**config.mk**
```make
export PLATFORM = sky130hd
export DESIGN_NAME = sv32_itlb_plru
export DESIGN_NICKNAME = d
export VERILOG_FILES = /design/src/rtl/sv32_itlb_plru_pkg.sv /design/src/rtl/sv32_itlb_plru_plru_tree.sv /design/src/rtl/sv32_itlb_plru.sv
export SDC_FILE = /design/constraint.sdc
export NUM_CORES = 1
export LEC_CHECK = 0
export BUFFER_PORTS_ARGS = -buffer_cell sky130_fd_sc_hd__buf_2
export CELL_PAD_IN_SITES_DETAIL_PLACEMENT = 1
export CELL_PAD_IN_SITES_GLOBAL_PLACEMENT = 2
export CORE_ASPECT_RATIO = 1.4
export CORE_MARGIN = 10
export CORE_UTILIZATION = 31
export DETAILED_ROUTE_END_ITERATION = 10
export PLACE_DENSITY = 0.79
export SLEW_MARGIN = 20
export SYNTH_ARGS = -nofsm -noshare
export SYNTH_HDL_FRONTEND = slang
export SYNTH_SLANG_ARGS = --single-unit
```
**constraint.sdc**
```tcl
create_clock -name clk_i -period 3.7 [get_ports clk_i]
set_input_delay 0.74 -clock clk_i [delete_from_list [all_inputs] [get_ports clk_i]]
set_output_delay 0.74 -clock clk_i [all_outputs]
set_load 0.01 [all_outputs]
```
**src/rtl/sv32_itlb_plru_pkg.sv**
```systemverilog
`default_nettype none
// ============================================================================
// sv32_itlb_plru_pkg : shared Sv32 PTE type and VPN field widths
// Revision: 1.0
// ============================================================================
package sv32_itlb_plru_pkg;

    localparam int VPN_LEVEL_W = 10;
    localparam int SV32_VPN_W  = 20;

    typedef struct packed {
        logic [21:0] ppn;
        logic        d;
        logic        a;
        logic        g;
        logic        u;
        logic        x;
        logic        w;
        logic        r;
        logic        v;
    } pte_sv32_t;

endpackage
`default_nettype wire

```
**src/rtl/sv32_itlb_plru_plru_tree.sv**
```systemverilog
`default_nettype none
// ============================================================================
// sv32_itlb_plru_plru_tree : tree pseudo-LRU, N-1 bits, fill marking beats hit
// Revision: 1.0
// ============================================================================
module sv32_itlb_plru_plru_tree
    import sv32_itlb_plru_pkg::*;
#(
    parameter int N = 2
) (
    input  logic                 clk_i,
    input  logic                 rst_ni,
    input  logic                 hit_valid_i,
    input  logic [$clog2(N)-1:0] hit_idx_i,
    input  logic                 fill_valid_i,
    input  logic [$clog2(N)-1:0] fill_idx_i,
    output logic [$clog2(N)-1:0] victim_idx_o
);
    localparam int L = $clog2(N);

    // Heap-ordered nodes; a 1 means the victim lies in the right subtree.
    logic [N-2:0] tree_q, tree_d;
    logic         w_touch;
    logic [L-1:0] w_touch_idx;
    logic         w_on_path;

    always_comb begin
        w_touch     = fill_valid_i | hit_valid_i;
        w_touch_idx = fill_valid_i ? fill_idx_i : hit_idx_i;
        tree_d      = tree_q;
        if (w_touch) begin
            for (int lvl = 0; lvl < L; lvl++) begin
                for (int j = 0; j < (1 << lvl); j++) begin
                    if ((int'(w_touch_idx) >> (L - lvl)) == j) begin
                        tree_d[(1 << lvl) - 1 + j] = ~w_touch_idx[L - 1 - lvl];
                    end
                end
            end
        end
    end

    always_comb begin
        victim_idx_o = '0;
        w_on_path    = 1'b0;
        for (int i = 0; i < N; i++) begin
            w_on_path = 1'b1;
            for (int lvl = 0; lvl < L; lvl++) begin
                if (tree_q[(1 << lvl) - 1 + (i >> (L - lvl))] != (((i >> (L - 1 - lvl)) & 1) == 1)) begin
                    w_on_path = 1'b0;
                end
            end
            if (w_on_path) begin
                victim_idx_o = L'(i);
            end
        end
    end

    always_ff @(posedge clk_i or negedge rst_ni) begin
        if (!rst_ni) begin
            tree_q <= '0;
        end else begin
            tree_q <= tree_d;
        end
    end

endmodule
`default_nettype wire

```
**src/rtl/sv32_itlb_plru.sv**
```systemverilog
`default_nettype none
// ============================================================================
// sv32_itlb_plru : fully associative Sv32 instruction TLB, tree-PLRU refill
// Revision: 1.0
// ============================================================================
module sv32_itlb_plru
    import sv32_itlb_plru_pkg::*;
#(
    parameter int TLB_ENTRIES = 2,
    parameter int ASID_WIDTH  = 9
) (
    input  logic                  clk_i,
    input  logic                  rst_ni,
    input  logic                  flush_i,
    input  logic                  flush_asid_is0_i,
    input  logic                  flush_vaddr_is0_i,
    input  logic [ASID_WIDTH-1:0] flush_asid_i,
    input  logic [31:0]           flush_vaddr_i,
    input  logic                  upd_valid_i,
    input  logic                  upd_is_4M_i,
    input  logic [SV32_VPN_W-1:0] upd_vpn_i,
    input  logic [ASID_WIDTH-1:0] upd_asid_i,
    input  logic [29:0]           upd_pte_i,
    input  logic                  lu_access_i,
    input  logic [ASID_WIDTH-1:0] lu_asid_i,
    input  logic [31:0]           lu_vaddr_i,
    output logic                  lu_hit_o,
    output logic                  lu_is_4M_o,
    output logic [29:0]           lu_content_o
);
    localparam int IDX_W = $clog2(TLB_ENTRIES);

    logic [TLB_ENTRIES-1:0] valid_q, valid_d;
    logic [TLB_ENTRIES-1:0] is_4m_q;
    logic [VPN_LEVEL_W-1:0] vpn1_q [TLB_ENTRIES];
    logic [VPN_LEVEL_W-1:0] vpn0_q [TLB_ENTRIES];
    logic [ASID_WIDTH-1:0]  asid_q [TLB_ENTRIES];
    pte_sv32_t              pte_q  [TLB_ENTRIES];

    logic [TLB_ENTRIES-1:0] w_lu_match;
    logic [TLB_ENTRIES-1:0] w_fl_va_match;
    logic [TLB_ENTRIES-1:0] w_fl_asid_match;
    logic [TLB_ENTRIES-1:0] w_flush_clr;
    logic [IDX_W-1:0]       w_hit_idx;
    logic [IDX_W-1:0]       w_plru_victim;
    logic [IDX_W-1:0]       w_repl_idx;
    logic                   w_fill_en;
    logic                   w_unused;

    assign w_unused  = ^{lu_vaddr_i[11:0], flush_vaddr_i[11:0]};
    assign w_fill_en = upd_valid_i & ~flush_i;

    always_comb begin
        for (int i = 0; i < TLB_ENTRIES; i++) begin
            w_lu_match[i] = valid_q[i]
                          && (vpn1_q[i] == lu_vaddr_i[31:22])
                          && (is_4m_q[i] || (vpn0_q[i] == lu_vaddr_i[21:12]))
                          && (pte_q[i].g || (asid_q[i] == lu_asid_i));
        end
    end

    // Descending scan so the lowest-index match drives the outputs.
    always_comb begin
        lu_hit_o     = |w_lu_match;
        lu_is_4M_o   = 1'b0;
        lu_content_o = '0;
        w_hit_idx    = '0;
        for (int i = TLB_ENTRIES - 1; i >= 0; i--) begin
            if (w_lu_match[i]) begin
                lu_is_4M_o   = is_4m_q[i];
                lu_content_o = pte_q[i];
                w_hit_idx    = IDX_W'(i);
            end
        end
    end

    always_comb begin
        for (int i = 0; i < TLB_ENTRIES; i++) begin
            w_fl_va_match[i]   = (vpn1_q[i] == flush_vaddr_i[31:22])
                               && (is_4m_q[i] || (vpn0_q[i] == flush_vaddr_i[21:12]));
            w_fl_asid_match[i] = (asid_q[i] == flush_asid_i) && !pte_q[i].g;
        end
        case ({flush_asid_is0_i, flush_vaddr_is0_i})
            2'b11:   w_flush_clr = '1;
            2'b01:   w_flush_clr = w_fl_asid_match;
            2'b10:   w_flush_clr = w_fl_va_match;
            default: w_flush_clr = w_fl_va_match & w_fl_asid_match;
        endcase
    end

    always_comb begin
        w_repl_idx = w_plru_victim;
        for (int i = TLB_ENTRIES - 1; i >= 0; i--) begin
            if (!valid_q[i]) begin
                w_repl_idx = IDX_W'(i);
            end
        end
    end

    always_comb begin
        valid_d = valid_q;
        if (flush_i) begin
            valid_d = valid_q & ~w_flush_clr;
        end else if (upd_valid_i) begin
            valid_d[w_repl_idx] = 1'b1;
        end
    end

    always_ff @(posedge clk_i or negedge rst_ni) begin
        if (!rst_ni) begin
            valid_q <= '0;
        end else begin
            valid_q <= valid_d;
        end
    end

    // Tag/PTE storage is qualified by valid_q, so it needs no reset.
    always_ff @(posedge clk_i) begin
        if (w_fill_en) begin
            is_4m_q[w_repl_idx] <= upd_is_4M_i;
            vpn1_q[w_repl_idx]  <= upd_vpn_i[19:10];
            vpn0_q[w_repl_idx]  <= upd_vpn_i[9:0];
            asid_q[w_repl_idx]  <= upd_asid_i;
            pte_q[w_repl_idx]   <= upd_pte_i;
        end
    end

    sv32_itlb_plru_plru_tree #(
        .N (TLB_ENTRIES)
    ) u_plru (
        .clk_i        (clk_i),
        .rst_ni       (rst_ni),
        .hit_valid_i  (lu_access_i & lu_hit_o),
        .hit_idx_i    (w_hit_idx),
        .fill_valid_i (w_fill_en),
        .fill_idx_i   (w_repl_idx),
        .victim_idx_o (w_plru_victim)
    );

endmodule
`default_nettype wire

```
# Word-level counts from Yosys, hierarchy flattened
# Memory sizes are Yosys's and may differ from the RTL's.
# Index checks and enable logic that the tools add are counted.
[word_totals] mem_bits_rw=118 ff_bits=5 word_cells=72 memories=4 inputBits=149
[mem_list] memory="pte_q" depth=2 width=30 read_ports=2 rd_ports_with_merged_regs=0 wr=1 line_no="sv32_itlb_plru.sv:38" rtl="pte_sv32_t pte_q [TLB_ENTRIES];"
[mem_list] memory="vpn0_q" depth=2 width=10 read_ports=2 rd_ports_with_merged_regs=0 wr=1 line_no="sv32_itlb_plru.sv:36" rtl="logic [VPN_LEVEL_W-1:0] vpn0_q [TLB_ENTRIES];"
[mem_list] memory="vpn1_q" depth=2 width=10 read_ports=2 rd_ports_with_merged_regs=0 wr=1 line_no="sv32_itlb_plru.sv:35" rtl="logic [VPN_LEVEL_W-1:0] vpn1_q [TLB_ENTRIES];"
[mem_list] memory="asid_q" depth=2 width=9 read_ports=2 rd_ports_with_merged_regs=0 wr=1 line_no="sv32_itlb_plru.sv:37" rtl="logic [ASID_WIDTH-1:0] asid_q [TLB_ENTRIES];"
[op_classes] n_mux=18 n_bitwise=9 reduce_logical=21 n_lt_le_gt_ge=2 n_eq_ne=15
[ops] cell="== test 10 bit" count=8
[ops] cell="2-to-1 mux 30 bit" count=2
[ops] cell="== test 9 bit" count=4
[ops] cell="logical AND 1 bit" count=11
[ops] cell="2-to-1 mux 1 bit" count=11
[ops] cell="logical OR 1 bit" count=6
[ops] cell="case mux 2 bit (3 select lines)" count=1
[ops] cell="AND 2 bit" count=2
[ops] cell="== test 2 bit (second input constant)" count=2
[ops] cell="2-to-1 mux 2 bit" count=2
[ops] cell="AND 1 bit" count=2
[ops] cell="bitwise mux 2 bit" count=1
[ops] cell="== test 2 x 1 -> 1 bit (second input constant)" count=1
[ops] cell="zero test 1 bit" count=2
[ops] cell="< comparator 1 x 2 -> 1 bit (second input constant)" count=1
[ops] cell="inverter 1 bit" count=2
[ops] cell="inverter 2 bit" count=1
[ops] cell="bitwise OR 2 bit" count=1
[ops] cell="nonzero test 2 bit" count=1
[ops] cell="OR reduction 2 bit" count=1
[ops] cell="demux 1 bit (select 1 bit)" count=1
[ops] cell=">= comparator 1 bit (second input constant)" count=1
[ops] cell="bitwise OR 1 bit" count=1

# Logic depth before layout (Yosys ltp)
[logic_depth] depth_word=10 mapped_depth=8

# Hierarchy
# Synthesis repeated with hierarchy kept, for this count alone.
[hier_totals] cells_unflattened=406 area_unflattened_um2=5969.5
[by_module_without_submodules] module="sv32_itlb_plru" cells_per_inst=401 area_per_inst_um2=5919.4 n_inst=1
[by_module_without_submodules] module="sv32_itlb_plru_plru_tree" cells_per_inst=5 area_per_inst_um2=50.0 n_inst=1

# Least setup slack after synthesis
# Ideal clock, no wire load.
[synth_path] path_type="input to register" from="input flush_i" to="memory asid_q[0][0] (enable)" arrival_time_ps=3600 setup_slack_ps=-385 setup_ps=485 stages=2 n_path_buf=0 path_cell_list="nand2b_1 -> nor2b_1"
[synth_via] elab_chain_len=4
[synth_lines] element="start: declaration" line_no="sv32_itlb_plru.sv:14" rtl="input logic flush_i,"
[synth_lines] element="inverter 1 bit" line_no="sv32_itlb_plru.sv:51" rtl="assign w_fill_en = upd_valid_i & ~flush_i;"
[synth_lines] element="AND 1 bit" line_no="sv32_itlb_plru.sv:51"
[synth_lines] element="2-to-1 mux 1 bit" line_no="sv32_itlb_plru.sv:119" rtl="if (w_fill_en) begin"
[synth_lines] element="2-to-1 mux 1 bit (not written as such)" line_no="sv32_itlb_plru.sv:123" rtl="asid_q[w_repl_idx] <= upd_asid_i;"
[synth_lines] element="end: declaration" line_no="sv32_itlb_plru.sv:37"
# No other way between the ends.

# Final worst setup path
[layout_path] from="input lu_asid_i[8]" to="output lu_content_o[5]"
[layout_via] elab_chain_len=5 word_cells_on_any_way=8 classes_between="2 x eq/ne; 2 x mux; 4 x reduce/logical"
[layout_lines] element="start: declaration" line_no="sv32_itlb_plru.sv:25" rtl="input logic [ASID_WIDTH-1:0] lu_asid_i,"
[layout_lines] element="== test 9 bit" line_no="sv32_itlb_plru.sv:58" rtl="&& (pte_q[i].g || (asid_q[i] == lu_asid_i));"
[layout_lines] element="logical OR 1 bit" line_no="sv32_itlb_plru.sv:58"
[layout_lines] element="logical AND 1 bit" line_no="sv32_itlb_plru.sv:58"
[layout_lines] element="2-to-1 mux 30 bit" line_no="sv32_itlb_plru.sv:69" rtl="if (w_lu_match[i]) begin"
[layout_lines] element="2-to-1 mux 30 bit *" line_no="sv32_itlb_plru.sv:69"
[layout_lines] element="end: declaration" line_no="sv32_itlb_plru.sv:29" rtl="output logic [29:0] lu_content_o"
# Every way passes the cells marked *; elsewhere a longest branch is shown, timed or not.

==> summary.md <==
| Metric | Value |
|---|---|
| Status | `finished, final reports clean` |
| Ys Warns | `0` |
| Worst Path Arrival | `2740 ps` |
| Setup TNS | `0 ps` |
| Worst Path Max Fanout | `30` |
| Initial DRC Count | `152` |
| Slowest stage delay, CP | `370 ps` |
| Post-synth top area cell | `edfxtp_1` |
| Count of mapped cells out of synthesis | `337` |
| Clock-pin slew on the worst setup and hold paths | `60 ps` |
| CP Cell Sequence | `buf_2 -> xor2_1 -> nor4_1 -> a41oi_1 -> nor3_4 -> and3b_1 -> buf_12 -> a22o_1 -> buf_2` |
| H-tree lvl count | `4` |
| Worst path top cell family by delay | `simple AND/OR/NAND/NOR gates` |
| Worst Skew | `11.0 ps` |
| Post-Syn Area | `5410 um^2` |
| I/O pins | `181` |
| Slowest cell on the critical path | `nor4_1` |
| Post-synth ARST share | `2.44%` |
| Count of input and output buffers | `156` |
| Worst r2r src | `valid_q[1]` |
| First-pass GRT wire length | `23.1 mm` |
| Synth cell count leaders | `edfxtp_1, xnor2_1, xor2_1` |
| Number of vias per cell | `4.57` |
| Top cells by area, synth | `edfxtp_1, xnor2_1, xor2_1` |
| CTS tree | `built` |
| Sequential share of the synthesized area | `68.1%` |
| Clk buf depth | `2` |
| CP Class | `input port to output port` |
| Die area | `23200 um^2` |
| GPL Wtd Cong | `0.802` |
| First-pass detailed-route iteration total | `4` |
| Top cell type's share of synthesized area | `66.7%` |
| Max-slew headroom | `42.3%` |
| Layout cells sized above 1 | `37.6%` |
| Final-report hold violation count | `0` |
| R2R setup slack | `1540 ps` |
| Worst reg2reg path depth | `4` |
| Cts hold-fix bufs | `0` |
| Hold WS | `131 ps` |
| Gr ovfl total | `0` |
| Required time of the critical path | `2960 ps` |
| CP startpoint kind | `input port` |
| DRC viols | `0` |
| Max-Cap Viols | `0` |
| Num CTS Buffers | `17` |
| Slew @ Worst Pin | `865 ps` |
| Area grow syn2layout | `31.7%` |
| Hpwl dp | `11.5 mm` |
| Power Density | `514 nW/um^2` |
| Worst hold path type | `input port to async pin` |
| #FFs+latches synth | `123` |
| Vias in the first global route | `4140` |
| Max Transition Viols Final | `0` |
| DRT Wirelength | `14.9 mm` |
| Synth cell types | `30` |
| Main synth FF type | `edfxtp_1` |
| Vias | `3475` |
| CP Depth | `9` |
| Root Buffer | `clkbuf_16` |
| Critical Path End | `lu_content_o[5]` |
| Post-route ant nets | `0` |
| Final setup vio count | `0` |
| Clock latency at the later pin of the worst-skew pair | `410 ps` |
| Die width | `132 um` |
| Average wire per standard cell | `19.6 um` |
| Initial antenna violation count | `2` |
| CTS resizes | `0` |
| Mean Syn Cell Area | `16.0 um^2` |
| GRT Resource Usage Total | `12.9%` |
| Buffer count from post-CTS setup fixing | `0` |
| Syn nets | `486` |
| Final Cycle Share | `94.2%` |
| Largest net degree at the start of global routing | `61` |
| RR Endpoint | `vpn1_q[0][7]` |
| Final-stage net count | `660` |
| Starting density of the core | `31.3%` |
| Worst VDD drop | `0.248 mV` |
| Unrepaired setup endpoints after global routing | `no` |
| EDFF count, synth | `120` |
| Num rows | `57` |
| CP startpoint | `lu_asid_i[8]` |
| Maximum clock frequency | `287 MHz` |
| P_leak | `2.69 nW` |
| Cell mode on critical path | `buf_2` |
| Critical path buffer and inverter count | `3` |
| Final Critical Period | `3480 ps` |
| Count leader, synth | `edfxtp_1` |
| Core box area | `17300 um^2` |
| Die height | `176 um` |
| CTS Sinks | `123` |
| CP endpoint kind | `output port` |
[cell usage in the layout, fill, tap and decap left out, drive strengths merged, types with 5 or more instances in the layout]
cell type | synthesis | final
buf | 4 | 162
edfxtp | 120 | 120
xnor2 | 64 | 64
xor2 | 52 | 52
a22o | 31 | 31
clkbuf | 3 | 17
nor4 | 14 | 14
nand4 | 12 | 12
inv | 1 | 6
clkinv | 0 | 5
[report_power, final]
part	leakage (nW)	switching (mW)	internal, mW
Sequential	1.14	0.0421	1.63
Combinational	1.26	0.160	0.130
Clock	0.294	0.628	1.07
[registers in the layout, indices dropped and copies added, names as in the netlist]
register       count
vpn0_q            20
valid_q            2
u_plru.tree_q      1
vpn1_q            20
asid_q            18
pte_q             60
is_4m_q            2
[worst reg2reg max path, cell delays in order, from the launching register on]
cell	delay (ps)
dfrtp_1	390
inv_1	70
o21ai_0	380
nor2b_4	220
buf_4	650
[how the worst min path moves through the flow]
stage	from	endpoint	slack (ps)	cells past startpoint
3_3_place_gp	rst_ni	valid_q[0]	540	1
4_1_cts	rst_ni	valid_q[1]	100	1
3_5_place_dp	rst_ni	valid_q[1]	540	1
5_1_grt	rst_ni	valid_q[1]	110	1
6_report	rst_ni	valid_q[1]	130	1
2_1_floorplan	rst_ni	u_plru.tree_q	440	0
[through the flow]
stage          area [um^2]  cells  util [%]  power [mW]  setup WS, ps
6_report              7120    761      41.2        3.66           215
5_1_grt               7120    760      41.2        3.81          91.1
4_1_cts               7120    760      41.2        3.72           179
3_5_place_dp          6500    728      37.7        1.99           198
3_3_place_gp          6500    728      37.7        1.98           196
2_1_floorplan         5410    337         -        1.83           707
[cells by family (layout without fill, tap and decap cells)]
group | after synthesis | in the layout | share of synthesized area (%)
XOR/XNOR | 116 | 116 | 18.8
buffers and inverters | 8 | 195 | 0.995
flip-flops | 123 | 123 | 68.1
AND/OR/NAND/NOR | 43 | 43 | 5.00
AO/OA/AOI/OAI | 47 | 47 | 7.15
other | 0 | 1 | 0
[area by class of cell]
class,instances,area [um^2]
Clock buffer,17,425
Multi-Input combinational cell,206,1690
Fill cell,1818,10100
Inverter,1,3.75
Sequential cell,123,3680
Tap cell,236,295
Timing Repair Buffer,162,838
Clock inverter,15,186
Antenna cell,1,2.50
[layer usage]
| metal | global-route usage (%) | vias up | routed length, um |
|---|---|---|---|
| met3 | 4.72 | 19 | 836 |
| met4 | 4.69 | 2 | 231 |
| li1 | - | 1648 | - |
| met5 | 0 | - | 13 |
| met2 | 23.7 | 112 | 8260 |
| met1 | 13.2 | 1694 | 5600 |
Power figures use the tool's default switching activity.
